===== src/rtl/wb_arb2_rr.sv =====
// wb_arb2_rr: two-master round-robin Wishbone classic arbiter.
// Define WB_ARB2_WATCHDOG_EN to add the hung-transfer watchdog and ABORT state.
module wb_arb2_rr #(
    parameter int unsigned C_TIMEOUT = 256
) (
    input  logic        wb_clk_i,
    input  logic        wb_rst_i,
    input  logic        m0_cyc_i,
    input  logic        m0_stb_i,
    input  logic        m0_we_i,
    input  logic [3:0]  m0_sel_i,
    input  logic [31:0] m0_adr_i,
    input  logic [31:0] m0_dat_i,
    output logic [31:0] m0_dat_o,
    output logic        m0_ack_o,
    output logic        m0_err_o,
    input  logic        m1_cyc_i,
    input  logic        m1_stb_i,
    input  logic        m1_we_i,
    input  logic [3:0]  m1_sel_i,
    input  logic [31:0] m1_adr_i,
    input  logic [31:0] m1_dat_i,
    output logic [31:0] m1_dat_o,
    output logic        m1_ack_o,
    output logic        m1_err_o,
    output logic        s_cyc_o,
    output logic        s_stb_o,
    output logic        s_we_o,
    output logic [3:0]  s_sel_o,
    output logic [31:0] s_adr_o,
    output logic [31:0] s_dat_o,
    input  logic [31:0] s_dat_i,
    input  logic        s_ack_i,
    input  logic        s_err_i,
    output logic [1:0]  gnt_o
);

    typedef enum logic [1:0] {
        IDLE = 2'd0,
        OWN0 = 2'd1,
        OWN1 = 2'd2
`ifdef WB_ARB2_WATCHDOG_EN
        , ABORT = 2'd3
`endif
    } state_t;

    state_t state;
    state_t state_nx;
    logic   last;
    logic   last_nx;

`ifdef WB_ARB2_WATCHDOG_EN
    localparam logic [15:0] TMO_LAST = 16'(C_TIMEOUT - 1);

    logic [15:0] cnt;
    logic        wd_hit;

    assign wd_hit = (cnt == TMO_LAST) && s_stb_o && !s_ack_i && !s_err_i;

    // count consecutive unanswered strobe cycles within one tenure
    always_ff @(posedge wb_clk_i or negedge wb_rst_i) begin
        if (!wb_rst_i) begin
            cnt <= 16'd0;
        end else if ((state == OWN0 || state == OWN1) && state_nx == state &&
                     s_stb_o && !s_ack_i && !s_err_i) begin
            cnt <= cnt + 16'd1;
        end else begin
            cnt <= 16'd0;
        end
    end
`else
    logic unused_tmo;
    assign unused_tmo = (C_TIMEOUT != 0);
`endif

    // state and round-robin history registers
    always_ff @(posedge wb_clk_i or negedge wb_rst_i) begin
        if (!wb_rst_i) begin
            state <= IDLE;
            last  <= 1'b1;
        end else begin
            state <= state_nx;
            last  <= last_nx;
        end
    end

    // arbitration and tenure release
    always_comb begin
        state_nx = state;
        last_nx  = last;
        unique case (state)
            IDLE: begin
                if (m0_cyc_i && (!m1_cyc_i || last)) begin
                    state_nx = OWN0;
                    last_nx  = 1'b0;
                end else if (m1_cyc_i) begin
                    state_nx = OWN1;
                    last_nx  = 1'b1;
                end
            end
            OWN0: begin
                if (!m0_cyc_i) state_nx = IDLE;
`ifdef WB_ARB2_WATCHDOG_EN
                else if (wd_hit) state_nx = ABORT;
`endif
            end
            OWN1: begin
                if (!m1_cyc_i) state_nx = IDLE;
`ifdef WB_ARB2_WATCHDOG_EN
                else if (wd_hit) state_nx = ABORT;
`endif
            end
            default: state_nx = IDLE;
        endcase
    end

    // bus mux: owner sees the slave, everyone else sees zeros
    always_comb begin
        s_cyc_o  = 1'b0;
        s_stb_o  = 1'b0;
        s_we_o   = 1'b0;
        s_sel_o  = 4'd0;
        s_adr_o  = 32'd0;
        s_dat_o  = 32'd0;
        m0_dat_o = 32'd0;
        m0_ack_o = 1'b0;
        m0_err_o = 1'b0;
        m1_dat_o = 32'd0;
        m1_ack_o = 1'b0;
        m1_err_o = 1'b0;
        gnt_o    = 2'b00;
        unique case (state)
            OWN0: begin
                gnt_o    = 2'b01;
                s_cyc_o  = m0_cyc_i;
                s_stb_o  = m0_stb_i;
                s_we_o   = m0_we_i;
                s_sel_o  = m0_sel_i;
                s_adr_o  = m0_adr_i;
                s_dat_o  = m0_dat_i;
                m0_dat_o = s_dat_i;
                m0_ack_o = s_ack_i;
                m0_err_o = s_err_i;
            end
            OWN1: begin
                gnt_o    = 2'b10;
                s_cyc_o  = m1_cyc_i;
                s_stb_o  = m1_stb_i;
                s_we_o   = m1_we_i;
                s_sel_o  = m1_sel_i;
                s_adr_o  = m1_adr_i;
                s_dat_o  = m1_dat_i;
                m1_dat_o = s_dat_i;
                m1_ack_o = s_ack_i;
                m1_err_o = s_err_i;
            end
`ifdef WB_ARB2_WATCHDOG_EN
            ABORT: begin
                gnt_o    = last ? 2'b10 : 2'b01;
                m0_err_o = !last;
                m1_err_o = last;
            end
`endif
            default: begin
                gnt_o = 2'b00;
            end
        endcase
    end

endmodule


===== config.mk =====
export PLATFORM = sky130hd
export DESIGN_NAME = wb_arb2_rr
export DESIGN_NICKNAME = d
export VERILOG_FILES = /design/src/rtl/wb_arb2_rr.sv
export SDC_FILE = /design/constraint.sdc
export NUM_CORES = 1
export LEC_CHECK = 0
export CORE_AREA = 8 8 119 121
export DETAILED_ROUTE_END_ITERATION = 8
export DIE_AREA = 0 0 127 129
export PLACE_DENSITY = 0.65
export SYNTH_ARGS = -nofsm -noshare
export SYNTH_HDL_FRONTEND = slang
export SYNTH_SLANG_ARGS = --single-unit

===== constraint.sdc =====
create_clock -name wb_clk_i -period 1.7 [get_ports wb_clk_i]
set_clock_uncertainty 0.05 [all_clocks]
set_input_delay 0.51 -clock wb_clk_i [delete_from_list [all_inputs] [get_ports wb_clk_i]]
set_output_delay 0.51 -clock wb_clk_i [all_outputs]
set_load 0.02 [all_outputs]

Yosys cells after proc, flatten, opt, wreduce, memory -nomap -nowiden
Index checks and enable logic that the tools add are counted.
{ "op_classes": {"n_eq_ne": 5, "mux": 20, "reduce_logical": 7} }
{ "ops": {"columns": ["op", "n"], "rows": [
  ["$pmux W32 S2", 2],
  ["$mux W32", 2],
  ["$mux W2", 4],
  ["$pmux W4 S2", 1],
  ["$mux W1", 6],
  ["$pmux W1 S2", 3],
  ["$pmux W2 S3", 1],
  ["$ne A2 B2 Y1 const B", 2],
  ["$pmux W2 S2", 1],
  ["$ne A3 B3 Y1 const B", 1],
  ["$reduce_and A3 Y1", 1],
  ["$eq A2 B1 Y1 const B", 1],
  ["$eq A2 B2 Y1 const B", 1],
  ["$logic_not A2 Y1", 1],
  ["$reduce_and A2 Y1", 1],
  ["$reduce_bool A2 Y1", 1],
  ["$logic_and A1 B1 Y1", 1],
  ["$logic_not A1 Y1", 1],
  ["$logic_or A1 B1 Y1", 1]
]} }
{ "totals": {"regBits": 3} }

Longest topological paths before layout
{ "logic_depth": {"ltp_word": 5, "ltp_mapped": 7} }

Worst setup path before layout
OpenSTA, ideal clock, no wires.
{ "synth_timing": {"kind": "reg-to-output", "start": "register state[0]", "end": "output port s_adr_o[14]", "path_slack_ns": -0.302, "path_stages_with_launch": 8, "arrival_ns": 1.442, "cell_sequence": "dfrtp_1 -> inv_1 -> ha_1 -> buf_6 -> buf_6 -> buf_2 -> a22oi_1 -> nor2b_1"} }
{ "synth_between": {"elab_chain_cells": 2, "elab_cells_between_ends": 3, "classes_between": "eq/ne: 2; mux: 1"} }
{ "synth_rtl": {"columns": ["element", "line", "source"], "rows": [
  ["start: declaration", "47", "state_t state;"],
  ["start signal: assignment", "82", "state <= state_nx;"],
  ["$eq A2 B2 Y1 / $eq A2 B1 Y1 (equally long branches)", "132", "unique case (state)"],
  ["$pmux W32 S2 (*)", "132", null],
  ["end: declaration", "30", "output logic [31:0] s_adr_o,"]
]} }
Mark *: on every way between the ends. The rest lies on a longest branch, timed or not.

Worst setup path in the final report
{ "layout_timing": {"start": "register state[1]", "end": "output port s_adr_o[22]"} }
The elaborated chain is that of the path after synthesis.

==> impl_results.md <==
- Cell Area, Synth: roughly 0.0018 mm²
- Synth unique cells: 22
- DRT Pass-1 Iters: 4
- Final period util: 134%
- Max Cap Violations: 0
- ANT nets after route: 0
- Hold Fails Final Rpt: 0
- Max frequency: around 440 MHz
- GRT Total Usage: ~17%
- WP buf/inv: 4
- Worst-path maximum fanout: 10
- Met3 WL: approximately 1300 µm
- Yosys reg bits: 3
- Syn avg cell area: between 6 and 7 µm²
- Antenna violations before repair: 0
- Critical R2R Launch: state[0]
- Top Layer Used: met4
- Cell Rows: 41
- M1 wire length: ~5800 µm
- Slowest cell delay on critical path: 0.39 ns
- Syn Inst Count: around 260
- Max IR drop VDD: about 0.77 mV
- Global route total overflow: 0
- Most used cell along the critical path: buf_6
- I/O Buffers: ~320
- Initial Utilization: approximately 15%
- Leak Pwr: approximately 2.7 nW
- Family with the most delay on the worst path: buffers and inverters
- Slowest stage cell, crit path: dfrtp_1
- Dpl cell area: about 0.0056 mm²
- Total power: 9.70 mW
- P per Cell Area: around 1500 mW/mm²
- Routed length per instance: just over 20 µm
- Ys flop type: dfrtp_1
- Fraction of layout cells with a size suffix above 1: around two thirds
- Vias: between 3000 and 4000
- Area taken by multi-input logic gates: 0.00225 mm²
- Arrival time worst endpoint: approximately 1.7 ns
- Outcome: complete, but fails checks
- Worst-path clk slew: ~0.030 ns
- Failing checks: negative setup slack
- Hold_buf cts: 0
- Final Instance Area: roughly 0.0066 mm²
- H-tree depth: 1
- Cell taking the most area after synthesis: a22oi_1
- Die height: between 100 and 150 µm
- CTS Sinks: 3
- Data required, critical path: 1.14 ns
- TritonCTS clock tree: built
- Clock Latency Late Sink: approximately 0.23 ns
- Max-slew violation count: 0
- Bufs on Longest Clock Path: 2
- Clk root buf: clkbuf_16
- Slew @ Worst Pin: 0.207 ns
- Yosys top cell area share: a little under 30%
- Fill cell count: about 1100
- Reg area: ~76 µm²
- Detailed Place HPWL: approximately 11000 µm
- Worst Hold Class: input port to asynchronous set/reset pin
- First-pass GRT wire length: between 20000 and 25000 µm
- # IOs: roughly 320
- Global placement routability congestion: between 0.8 and 0.9
- Crit path capture type: output port
- Fin crit period: around 2.3 ns
- CP cell instances: buf_4 > ha_4 > buf_6 > buf_16 > a22oi_2 > nor2b_2 > buf_6
- Post-Syn Nets: around 450
- WL met2: approximately 8300 µm
- Most frequent cell after synthesis: nor2b_1
- DRC viols: 0
- Routed WL: 15600 µm
- Synth area leaders: a22oi_1 (29%), nor2b_1 (25%), and2_1 (24%)
- Relative slew slack: approximately 86%
- Area grow syn2layout: 264%
- Final-stage net count: about 790
- Horiz. Die Dim: ~130 µm
- CORE AREA: 0.0123 mm²
- Startpoint type of the worst setup path: flop
- RSZ-0062 raised after global routing: yes
- Drt initial violations: 96
- Worst setup path category: flop to output port
- Number of synthesized flops with an enable pin: 0
- Drt via density: around 4.4
- Finish-stage setup viols: roughly 140
- Commonest cells in the netlist: nor2b_1 (71), a22oi_1 (70), and2_1 (68)
- Diode count: 0
- Largest net degree at the start of global routing: 45
- Fin worst setup slack: -0.584 ns
- YS warnings: 0
- Vias in the first global route: about 3700
- Full die area: 0.0164 mm²
- CTS Buf Count: 3
- CP startpoint: state[1]
- Seq/Total Area, Yosys: 4.24%
- Post-synthesis async set-or-reset flop share: 100%
-- stage by stage --
stage	TNS [ns]	instances	hold WS, ns	setup slack, ns	utilization [%]
2_1_floorplan	-13.14	263	0.164	-0.147	-
3_3_place_gp	-89.34	723	0.461	-0.750	45.5
3_5_place_dp	-90.26	723	0.482	-0.766	45.5
4_1_cts	-65.84	748	0.423	-0.577	50.8
5_1_grt	-72.04	758	0.434	-0.617	53.2
6_report	-63.63	758	0.422	-0.584	53.2
-- power breakdown --
part	total, mW	switching [mW]	internal [mW]
sequential	0.142	0.0282	0.114
clock	0.384	0.0734	0.310
combinational	9.17	4.15	5.03
-- area by class of cell --
class                      count  area share, %
clock buffer                   4           1.20
inverter                       3          0.172
multi-input combinational    226           34.4
sequential                     3           1.16
tap                          150           2.86
timing repair buffer         372           60.2
-- repair_timing --
item / CTS / global route
cloned: 10 / 4
gates resized for setup: 744 / 133
setup buffers: 11 / 10
endpoints found under the setup margin: 141 / 142
pin swaps: 9 / 17
-- layer usage --
metal | up-vias | track usage (%)
met1 | 1562 | 18.2
met3 | 11 | 4.63
met5 | - | 0
met4 | 0 | 2.38
met2 | 185 | 32.7
li1 | 1613 | -
-- worst reg2reg max path: cells and delay by family, from the launching register on --
| kind | cells | cell delay, ns |
|---|---|---|
| buffers and inverters | 4 | 0.56 |
| flip-flops | 1 | 0.38 |
| AO/OA/AOI/OAI | 2 | 0.26 |
| adder cells (fa/ha/maj) | 1 | 0.22 |
| AND/OR/NAND/NOR | 1 | 0.09 |
-- final timing paths --
check | endpoint | slack (ns) | cells past startpoint
max | s_adr_o[22] | -0.58 | 7
min | state[1] | 0.42 | 1
max reg2reg | state[1] | 0.06 | 8
min reg2reg | state[1] | 0.54 | 2
max in group asynchronous | last | 0.95 | 1
min in group wb_clk_i | state[1] | 0.54 | 2
-- state kept, by name, summed over array words and instances (netlist names) --
name	count
state	2
last	1
-- kinds of logic (layout without fill, tap and decap cells) --
kind of cell / after synthesis / count (layout) / synth area share, %
flops: 3 / 3 / 4.24
buf+inv: 34 / 379 / 10.1
fa+ha+maj: 5 / 5 / 3.47
compound gates: 75 / 75 / 31.8
simple gates: 146 / 146 / 50.4
-- cell usage in the layout, fill, tap and decap left out, types with 4 or more instances in the layout --
cell type,instances
buf_4,68
clkbuf_16,6
buf_2,6
buf_16,7
clkdlybuf4s50_1,177
buf_6,92
clkdlybuf4s15_2,6
a22oi_1,7
buf_12,10
and2_4,67
ha_4,4
nor2b_2,71
a22oi_2,63
Note: power is estimated with default switching activity, not from simulation.
